--- src/rtl/ether_tx_if.sv ---
// rtl/ether_tx_if.sv - payload/header input stream and framed output stream of ether_tx
interface ether_tx_if;
   logic [111:0] hdr_data;
   logic [511:0] send_data;
   logic         send_valid;
   logic         send_sop;
   logic         send_eop;
   logic [7:0]   send_mty;
   logic         send_ready;
   logic [511:0] out_data;
   logic         out_valid;
   logic         out_sop;
   logic         out_eop;
   logic [7:0]   out_mty;
   logic         out_ready;

   modport master (
      output hdr_data, send_data, send_valid, send_sop, send_eop, send_mty, out_ready,
      input  send_ready, out_data, out_valid, out_sop, out_eop, out_mty
   );

   modport slave (
      input  hdr_data, send_data, send_valid, send_sop, send_eop, send_mty, out_ready,
      output send_ready, out_data, out_valid, out_sop, out_eop, out_mty
   );
endinterface

--- src/rtl/ether_tx.sv ---
// rtl/ether_tx.sv - Ethernet TX framer: prepends a 14-byte header and realigns payload by 14 bytes
module ether_tx #(
   parameter bit          SWAP_MAC   = 1'b1,
   parameter logic [15:0] ETHER_TYPE = 16'h6000
) (
   input  logic        clk,
   input  logic        reset_n,
   ether_tx_if.slave   bus,
   output logic [15:0] frame_count,
   output logic [15:0] drop_count
);

   localparam logic [1:0] IDLE  = 2'd0;
   localparam logic [1:0] BODY  = 2'd1;
   localparam logic [1:0] FLUSH = 2'd2;

   logic [1:0]   state;
   logic [111:0] carry;
   logic [7:0]   carry_mty;
   logic [511:0] out_data_q;
   logic         out_valid_q;
   logic         out_sop_q;
   logic         out_eop_q;
   logic [7:0]   out_mty_q;
   logic         load;
   logic         send_ready;
   logic         in_fire;
   logic         out_fire;
   logic [111:0] hdr_out;

   assign load       = !out_valid_q || bus.out_ready;
   assign send_ready = load && (state != FLUSH);
   assign in_fire    = bus.send_valid && send_ready;
   assign out_fire   = out_valid_q && bus.out_ready;

   assign hdr_out = SWAP_MAC ? {bus.hdr_data[63:16], bus.hdr_data[111:64], ETHER_TYPE}
                             : {bus.hdr_data[111:16], ETHER_TYPE};

   assign bus.send_ready = send_ready;
   assign bus.out_data   = out_data_q;
   assign bus.out_valid  = out_valid_q;
   assign bus.out_sop    = out_sop_q;
   assign bus.out_eop    = out_eop_q;
   assign bus.out_mty    = out_mty_q;

   always_ff @(posedge clk or negedge reset_n) begin
      if (!reset_n) begin
         state       <= IDLE;
         carry       <= '0;
         carry_mty   <= '0;
         out_data_q  <= '0;
         out_valid_q <= 1'b0;
         out_sop_q   <= 1'b0;
         out_eop_q   <= 1'b0;
         out_mty_q   <= '0;
         frame_count <= '0;
         drop_count  <= '0;
      end else begin
         // A consumed beat drops valid unless a new beat loads below on the same edge.
         if (out_fire)
            out_valid_q <= 1'b0;
         if (out_fire && out_eop_q)
            frame_count <= frame_count + 16'd1;

         case (state)
            IDLE, BODY: begin
               if (in_fire) begin
                  if (state == IDLE && !bus.send_sop) begin
                     if (drop_count != 16'hFFFF)
                        drop_count <= drop_count + 16'd1;
                  end else begin
                     out_data_q  <= {(state == IDLE) ? hdr_out : carry, bus.send_data[511:112]};
                     out_sop_q   <= (state == IDLE);
                     out_valid_q <= 1'b1;
                     carry       <= bus.send_data[111:0];
                     if (!bus.send_eop) begin
                        out_eop_q <= 1'b0;
                        out_mty_q <= '0;
                        state     <= BODY;
                     end else if (bus.send_mty >= 8'd14) begin
                        out_eop_q <= 1'b1;
                        out_mty_q <= bus.send_mty - 8'd14;
                        state     <= IDLE;
                     end else begin
                        // Tail bytes do not fit: the 14 carried bytes go out in a FLUSH beat.
                        out_eop_q <= 1'b0;
                        out_mty_q <= '0;
                        carry_mty <= bus.send_mty + 8'd50;
                        state     <= FLUSH;
                     end
                  end
               end
            end
            FLUSH: begin
               if (load) begin
                  out_data_q  <= {carry, 400'd0};
                  out_sop_q   <= 1'b0;
                  out_eop_q   <= 1'b1;
                  out_mty_q   <= carry_mty;
                  out_valid_q <= 1'b1;
                  state       <= IDLE;
               end
            end
            default: state <= IDLE;
         endcase
      end
   end

endmodule

--- src/flat_wrapper.sv ---
// flat-port wrapper written by rule: the top's interface ports become plain ports
module ether_tx_flat 
#(
   parameter bit          SWAP_MAC   = 1'b1,
   parameter logic [15:0] ETHER_TYPE = 16'h6000
)
  (clk, reset_n, frame_count, drop_count, bus_hdr_data, bus_send_data, bus_send_valid, bus_send_sop, bus_send_eop, bus_send_mty, bus_out_ready, bus_send_ready, bus_out_data, bus_out_valid, bus_out_sop, bus_out_eop, bus_out_mty);
  ether_tx_if bus_i ();
  input  logic clk;
  input  logic reset_n;
  output logic [15:0] frame_count;
  output logic [15:0] drop_count;
  input wire logic [$bits(bus_i.hdr_data)-1:0] bus_hdr_data;
  input wire logic [$bits(bus_i.send_data)-1:0] bus_send_data;
  input wire logic [$bits(bus_i.send_valid)-1:0] bus_send_valid;
  input wire logic [$bits(bus_i.send_sop)-1:0] bus_send_sop;
  input wire logic [$bits(bus_i.send_eop)-1:0] bus_send_eop;
  input wire logic [$bits(bus_i.send_mty)-1:0] bus_send_mty;
  input wire logic [$bits(bus_i.out_ready)-1:0] bus_out_ready;
  output wire logic [$bits(bus_i.send_ready)-1:0] bus_send_ready;
  output wire logic [$bits(bus_i.out_data)-1:0] bus_out_data;
  output wire logic [$bits(bus_i.out_valid)-1:0] bus_out_valid;
  output wire logic [$bits(bus_i.out_sop)-1:0] bus_out_sop;
  output wire logic [$bits(bus_i.out_eop)-1:0] bus_out_eop;
  output wire logic [$bits(bus_i.out_mty)-1:0] bus_out_mty;
  assign bus_i.hdr_data = bus_hdr_data;
  assign bus_i.send_data = bus_send_data;
  assign bus_i.send_valid = bus_send_valid;
  assign bus_i.send_sop = bus_send_sop;
  assign bus_i.send_eop = bus_send_eop;
  assign bus_i.send_mty = bus_send_mty;
  assign bus_i.out_ready = bus_out_ready;
  assign bus_send_ready = bus_i.send_ready;
  assign bus_out_data = bus_i.out_data;
  assign bus_out_valid = bus_i.out_valid;
  assign bus_out_sop = bus_i.out_sop;
  assign bus_out_eop = bus_i.out_eop;
  assign bus_out_mty = bus_i.out_mty;
  ether_tx #(.SWAP_MAC(SWAP_MAC), .ETHER_TYPE(ETHER_TYPE)) u_core (.clk(clk), .reset_n(reset_n), .bus(bus_i), .frame_count(frame_count), .drop_count(drop_count));
endmodule
--- config.mk ---
export PLATFORM = sky130hd
export DESIGN_NAME = ether_tx_flat
export DESIGN_NICKNAME = d
export VERILOG_FILES = /design/src/rtl/ether_tx_if.sv /design/src/rtl/ether_tx.sv /design/src/flat_wrapper.sv
export SDC_FILE = /design/constraint.sdc
export NUM_CORES = 1
export LEC_CHECK = 0
export CORE_AREA = 2 2 460 462
export DETAILED_ROUTE_END_ITERATION = 8
export DIE_AREA = 0 0 462 464
export MAX_ROUTING_LAYER = met4
export PLACE_DENSITY_LB_ADDON = 0.3
export SETUP_SLACK_MARGIN = 0.5
export SLEW_MARGIN = 30
export SYNTH_ARGS = -nofsm -noshare
export SYNTH_HDL_FRONTEND = slang
export SYNTH_SLANG_ARGS = --single-unit
--- constraint.sdc ---
create_clock -name clk -period 5.4 [get_ports clk]
set_input_delay 0.81 -clock clk [delete_from_list [all_inputs] [get_ports clk]]
set_output_delay 0.81 -clock clk [all_outputs]
set_load 0.05 [all_outputs]
; ---- Word level (Yosys, flattened, before mapping)
; Cells that the tools add are included.
[totals]
wordCells = 72
ff_bits = 677
[classes]
n_bitwise = 2
n_reduce_logical = 16
addsub = 4
n_eq_ne = 7
magnitude_cmp = 1
mux = 32
[op_table]
columns = cell, n
row1 = 512-bit 2-to-1 mux, 3
row2 = 512-bit case mux with 2 select lines, 1
row3 = 112-bit 2-to-1 mux, 1
row4 = 8-bit 2-to-1 mux, 5
row5 = "16-bit by 1-bit adder with 16-bit output, second input constant", 2
row6 = "16-bit != test, second input constant", 1
row7 = 8-bit case mux with 2 select lines, 1
row8 = 1-bit 2-to-1 mux, 12
row9 = 2-bit 2-to-1 mux, 5
row10 = "8-bit by 6-bit adder with 8-bit output, second input constant", 1
row11 = "8-bit by 4-bit >= comparator with 1-bit output, second input constant", 1
row12 = 4-bit AND reduction, 2
row13 = "8-bit by 4-bit subtractor with 8-bit output, second input constant", 1
row14 = 1-bit case mux with 2 select lines, 3
row15 = 3-bit AND reduction, 2
row16 = 1-bit logical AND, 5
row17 = 5-bit AND reduction, 1
row18 = "2-bit by 1-bit != test with 1-bit output, second input constant", 2
row19 = "2-bit != test, second input constant", 2
row20 = 2-bit case mux with 2 select lines, 1
row21 = "2-bit by 1-bit == test with 1-bit output, second input constant", 1
row22 = "2-bit == test, second input constant", 1
row23 = 1-bit zero test, 2
row24 = 2-bit zero test, 1
row25 = other kinds (4), 5

; ---- Longest topological paths before layout
; Gate-level depths: netlist of run 1.
[depth]
depth_word = 6
ltp_mapped = 9

; ---- Worst setup path after synthesis of run 1
; Ideal clock, no wire load.
[synth_path]
path_type = in2out
startpoint = input port bus_out_ready
endpoint = output port bus_send_ready
arrival_ns = 1.527
required_ns = 4.590
path_buffers = 0
setup_slack_ns = 3.063
stages = 2
path_cell_list = nor2b_2 -> nor2_1
[synth_between]
elab_chain_len = 2
[synth_lines]
columns = item, line
row1 = from (decl), flat_wrapper.sv:19  ; input wire logic [$bits(bus_i.out_ready)-1:0] bus_out_ready;
row2 = 1-bit logical OR, ether_tx.sv:31  ; assign load = !out_valid_q || bus.out_ready;
row3 = 1-bit logical AND, ether_tx.sv:32  ; assign send_ready = load && (state != FLUSH);
row4 = to (decl), flat_wrapper.sv:20  ; output wire logic [$bits(bus_i.send_ready)-1:0] bus_send_ready;
; Every way passes these cells.

; ---- Final worst setup path of run 1
; Same ends and word-level chain as after synthesis.

==> flow_metrics.env, run 1 <==
export IMPL_cp_arrival_ps=2750
export IMPL_rows=168
export IMPL_hold_viol_final=0
export IMPL_synth_fp_nets=2586
export IMPL_dr_pass1_iters=5
export IMPL_whs_ps=74.3
export IMPL_start_util_pct=12.2
export IMPL_nNetsFinal=3744
export IMPL_synth_ff_type="dfrtp_1"
export IMPL_maxSlewViolCount=0
export IMPL_numPortBuffers=1177
export IMPL_finish_utilization_pct=20.9
export IMPL_synthArstFlopShare_pct=100
export IMPL_worst_pin_slew_ps=1030
export IMPL_cp_max_fo=5
export IMPL_die_y_um=464
export IMPL_wl_per_cell_um=25.8
export IMPL_totalPowerFinal_mw=22.3
export IMPL_p_leak_nw=18.0
export IMPL_startpoint_type="input port"
export IMPL_critPathRequiredTime_ps=4590
export IMPL_rsz0062_at_grt="no"
export IMPL_first_global_vias=22200
export IMPL_layout_common_cells="1174 x clkdlybuf4s50_1, 677 x dfrtp_1, 400 x a22o_1"
export IMPL_period_minus_slack_ps=3560
export IMPL_core_area_um2=209000
export IMPL_clkSinkCount=677
export IMPL_drc_errors=0
export IMPL_hold_class="in -> async"
export IMPL_setup_tns_final_ps=0
export IMPL_synth_top_area_share_pct=66.3
export IMPL_setup_viol=0
export IMPL_final_common_cell="clkdlybuf4s50_1"
export IMPL_synthTopCellsByArea="dfrtp_1 66%, a22o_1 14%, mux2_2 4.8%, nand2_1 3.5%, a31oi_1 2.4%"
export IMPL_ant_nets=0
export IMPL_cts_tree="yes"
export IMPL_relSlewSlack_pct=31.1
export IMPL_cap_violations=0
export IMPL_grt_pass1_wl_mm=203
export IMPL_vias=21300
export IMPL_io_pins=1194
export IMPL_syn_area_um2=25500
export IMPL_cts_buffer_depth=3
export IMPL_die_w_um=462
export IMPL_avgSynthCellArea_um2=13.1
export IMPL_ir_drop_uv=244
export IMPL_antenna_found_initial=67
export IMPL_stdcell_area_um2=43800
export IMPL_criticalPathCategory="in -> out"
export IMPL_synth_cell_types=45
export IMPL_drtIter0Drc=1236
export IMPL_cts_resized=0
export IMPL_cts_buffers=89
export IMPL_htreeDepth=3
export IMPL_clk_pin_slew_ps=60
export IMPL_insertion_delay_ps=710
export IMPL_place_gp_congestion=0.946
export IMPL_hpwl_mm=122
export IMPL_end_kind="output pin"
export IMPL_synth_largest_area_cell="dfrtp_1"
export IMPL_syn_to_final_growth_pct=71.3
export IMPL_ys_warnings_count=0
export IMPL_drt_wl_total_mm=155
export IMPL_die_area_um2=214000
export IMPL_synth_edf_count=0
export IMPL_powerDensity_nw_per_um2=509
export IMPL_multi_input_area_um2=7830
export IMPL_fmax_ghz=0.281
export IMPL_outcome="complete, no violations"
export IMPL_grt_overflow=0
export IMPL_fin_crit_sh_pct=65.9
export IMPL_finalClockSkew_ps=37.9
export IMPL_drive_gt1_share_pct=10.1
export IMPL_grt_max_degree=128
export IMPL_grt_usage_pct=14.4
export IMPL_seqCellArea_um2=16900
export IMPL_post_cts_buffers=0
export IMPL_viasPerCell=3.55
export IMPL_num_fill_cells=22600
export IMPL_hold_buffers=0
export IMPL_yosysSeqAreaShare_pct=66.3
export IMPL_cts_root_buf="clkbuf_16"
export IMPL_ys_ff_latch=677
export IMPL_syn_instance_count=1945
export IMPL_placed_area_um2=40600
registers in the layout (all words and copies together), names as in the netlist, 2 cells and up:
register,cells
u_core.drop_count,16
u_core.state,2
u_core.frame_count,16
u_core.carry,112
u_core.bus.out_data,512
u_core.bus.out_mty,8
u_core.carry_mty,8
cells in the mapped netlist, drive strengths merged (7+ instances only):
cell	count
a22o	400
nand2	240
a31oi	98
and3	9
xnor2	20
clkbuf	37
nand3	22
xor2	12
buf	118
mux2	119
dfrtp	677
nor2	124
a21oi	7
nand4	11
a221oi	7
critical path, stage by stage:
cell	delay [ps]
clkdlybuf4s50_1	590
nor2b_2	130
nor2_1	260
clkdlybuf4s50_1	940
power breakdown:
part / total [mW] / internal [mW] / switching (mW) / leakage [nW]
sequential: 7.15 / 6.29 / 0.865 / 8.22
clock: 6.37 / 3.79 / 2.59 / 1.52
combinational: 8.75 / 2.97 / 5.79 / 8.29
total: 22.3 / 13.0 / 9.24 / 18.0
path summary, 6_finish.rpt:
kind,start,endpoint,slack (ps),cells after the start
worst max register to register,u_core.state[1],u_core.bus.out_data[199],2590,4
max in group asynchronous,reset_n,u_core.bus.out_data[70],3850,3
worst max-delay path,bus_out_ready,bus_send_ready,1840,4
worst min register to register,u_core.bus.out_data[402],u_core.bus.out_data[402],470,2
worst min-delay path,reset_n,u_core.bus.out_data[46],70,1
min in group clk,u_core.bus.out_data[402],u_core.bus.out_data[402],470,2
per-layer routing:
layer / GRT usage [%] / vias to the layer above / wire (um)
met5: - / - / 0
met4: 4.20 / 0 / 3730
met3: 5.06 / 177 / 13900
met2: 22.4 / 1017 / 71200
met1: 17.4 / 10600 / 65900
li1: - / 9474 / -
stage by stage:
| step | setup slack (ps) | instances |
|---|---|---|
| 3_3_place_gp | 1610 | 5816 |
| 2_1_floorplan | 3060 | 1945 |
| 5_1_grt | 1680 | 6002 |
| 4_1_cts | 1680 | 5976 |
| 6_report | 1840 | 6005 |
| 3_5_place_dp | 1570 | 5816 |
final cells by class:
| class | instances | area share, % |
|---|---|---|
| flip-flops and latches | 677 | 38.7 |
| repair buffers | 1222 | 28.1 |
| multi-input cells | 1110 | 17.9 |
| well taps | 2805 | 8.02 |
| clock buffers | 122 | 5.88 |
| clock inverters | 38 | 1.25 |
| diodes | 28 | 0.160 |
| inverters | 3 | 0.0257 |
kinds of logic after synthesis:
family | after synthesis | share of synthesized area, %
multiplexers | 120 | 5.28
XOR/XNOR | 32 | 1.10
flip-flops | 677 | 66.3
AO/OA/AOI/OAI | 523 | 16.8
buffers and inverters | 158 | 3.16
AND/OR/NAND/NOR | 432 | 7.19
adder cells (fa/ha/maj) | 3 | 0.147
No activity file was read; power rests on OpenSTA's default activity.
==> inputs of run 2 (changes only) <==
CORE_AREA = 2 2 468 470   (was 2 2 460 462)
DIE_AREA = 0 0 470 472   (was 0 0 462 464)
clock period = 3.44 ns   (was 5.4 ns; I/O delays follow)
==> flow_metrics.env, run 2 (synthesized netlist as in run 1, its figures left out) <==
export IMPL_fin_crit_sh_pct=81.6
export IMPL_critPathSlowestCell="clkdlybuf4s50_1"
export IMPL_numPortBuffers=1177
export IMPL_cp_max_fo=6
export IMPL_clkSinkCount=677
export IMPL_startpoint_type="flip-flop"
export IMPL_finalClockSkew_ps=29.2
export IMPL_cp_top_family="buffers and inverters"
export IMPL_viasPerCell=3.51
export IMPL_cp_arrival_ps=2290
export IMPL_cp_cell_sequence="clkdlybuf4s50_1"
export IMPL_die_w_um=470
export IMPL_rsz0062_at_grt="no"
export IMPL_worst_pin_slew_ps=981
export IMPL_cpPeakStageDelay_ps=1040
export IMPL_totalPowerFinal_mw=35.1
export IMPL_criticalPathCategory="reg -> out"
export IMPL_core_area_um2=217000
export IMPL_fmax_ghz=0.356
export IMPL_rows=171
export IMPL_hold_class="in -> reg"
export IMPL_htreeDepth=3
export IMPL_end_kind="output pin"
export IMPL_ant_nets=0
export IMPL_antenna_found_initial=87
export IMPL_first_global_vias=22600
export IMPL_start_util_pct=11.8
export IMPL_hold_viol_final=0
export IMPL_path_buf_inv=1
export IMPL_dr_pass1_iters=5
export IMPL_grt_usage_pct=13.8
export IMPL_nNetsFinal=3793
export IMPL_cts_buffer_depth=3
export IMPL_drt_wl_total_mm=153
export IMPL_layout_common_cells="1167 x clkdlybuf4s50_1, 677 x dfrtp_1, 400 x a22o_1"
export IMPL_drive_gt1_share_pct=11.4
export IMPL_cap_violations=0
export IMPL_cts_tree="yes"
export IMPL_die_area_um2=222000
export IMPL_critPathRequiredTime_ps=2920
export IMPL_period_minus_slack_ps=2810
export IMPL_grt_pass1_wl_mm=204
export IMPL_hpwl_mm=124
export IMPL_p_leak_nw=18.4
export IMPL_grt_overflow=0
export IMPL_num_fill_cells=23500
export IMPL_drtIter0Drc=1065
export IMPL_cts_root_buf="clkbuf_16"
export IMPL_final_common_cell="clkdlybuf4s50_1"
export IMPL_place_gp_congestion=0.916
export IMPL_drc_errors=0
export IMPL_outcome="complete, no violations"
export IMPL_wl_per_cell_um=25.1
export IMPL_insertion_delay_ps=740
export IMPL_io_pins=1194
export IMPL_maxSlewViolCount=0
export IMPL_grt_max_degree=90
export IMPL_setup_viol=0
export IMPL_vias=21500
export IMPL_cts_buffers=89
export IMPL_die_y_um=472
export IMPL_finish_utilization_pct=20.5
export IMPL_ir_drop_uv=328
export IMPL_largest_reg_flops=512
export IMPL_clk_pin_slew_ps=60
export IMPL_setup_tns_final_ps=0
export IMPL_post_cts_buffers=0
export IMPL_relSlewSlack_pct=34.4
export IMPL_powerDensity_nw_per_um2=789
export IMPL_syn_to_final_growth_pct=74.1
==> run 2: cell types whose count changed in the layout (fill, tap and decap cells not counted), sizes merged <==
cell and change:
buf +55, diode +19, bufinv +2, dlygate4sd3 +1, clkinvlp -2, clkdlybuf4s50 -7, inv +1, clkbuf +1
clkinv -6
==> run 2: cell type report <==
class                   count  area [um2]  area share [%]
clock inverters            33         549            1.23
flip-flops and latches    677       16900            38.1
diodes                     47         118           0.264
well taps                2854        3570            8.03
inverters                   3        11.3          0.0253
clock buffers             123        2550            5.72
repair buffers           1271       12900            29.0
multi-input cells        1110        7830            17.6
==> run 2: layer usage <==
metal	global-route usage, %	routed length, um	vias up
met5	-	0	-
met4	6.69	7360	0
met3	5.58	14300	224
met2	20.4	67900	1033
met1	16.2	63900	10600
li1	-	-	9622
==> run 2: path summary, 6_finish.rpt <==
path | from | end | slack, ps | depth (start not counted)
worst max-delay path | u_core.frame_count[3] | frame_count[3] | 630 | 1
worst min-delay path | bus_hdr_data[41] | u_core.bus.out_data[489] | 350 | 3
worst max register to register | u_core.state[1] | u_core.bus.out_data[461] | 1130 | 5
worst min register to register | u_core.bus.out_data[403] | u_core.bus.out_data[403] | 470 | 2
max in group asynchronous | reset_n | u_core.bus.out_data[258] | 1980 | 4
min in group asynchronous | reset_n | u_core.bus.out_data[419] | 390 | 2
==> run 2: through the flow <==
step	cell area [um2]	setup slack (ps)	hold slack [ps]	instances
final	44500	634	355	6118
after global routing	44500	534	311	6117
after CTS	44400	508	256	6071
after detailed placement	41300	439	459	5914
after global placement	41300	463	455	5913
after floorplan	25500	1370	220	1945
==> run 2: report_power, final <==
part	switching [mW]	internal (mW)	total [mW]
registers	1.32	9.87	11.2
logic	9.09	4.77	13.9
clock network	4.03	6.02	10.0
total	14.4	20.7	35.1
==> run 2: timing repair <==
action / 4_1_cts / 5_1_grt
hold buffers: 1 / 0
gates resized for setup: 1 / 0
setup endpoints to repair: 1 / 0
endpoints found under the hold margin: 24 / 0
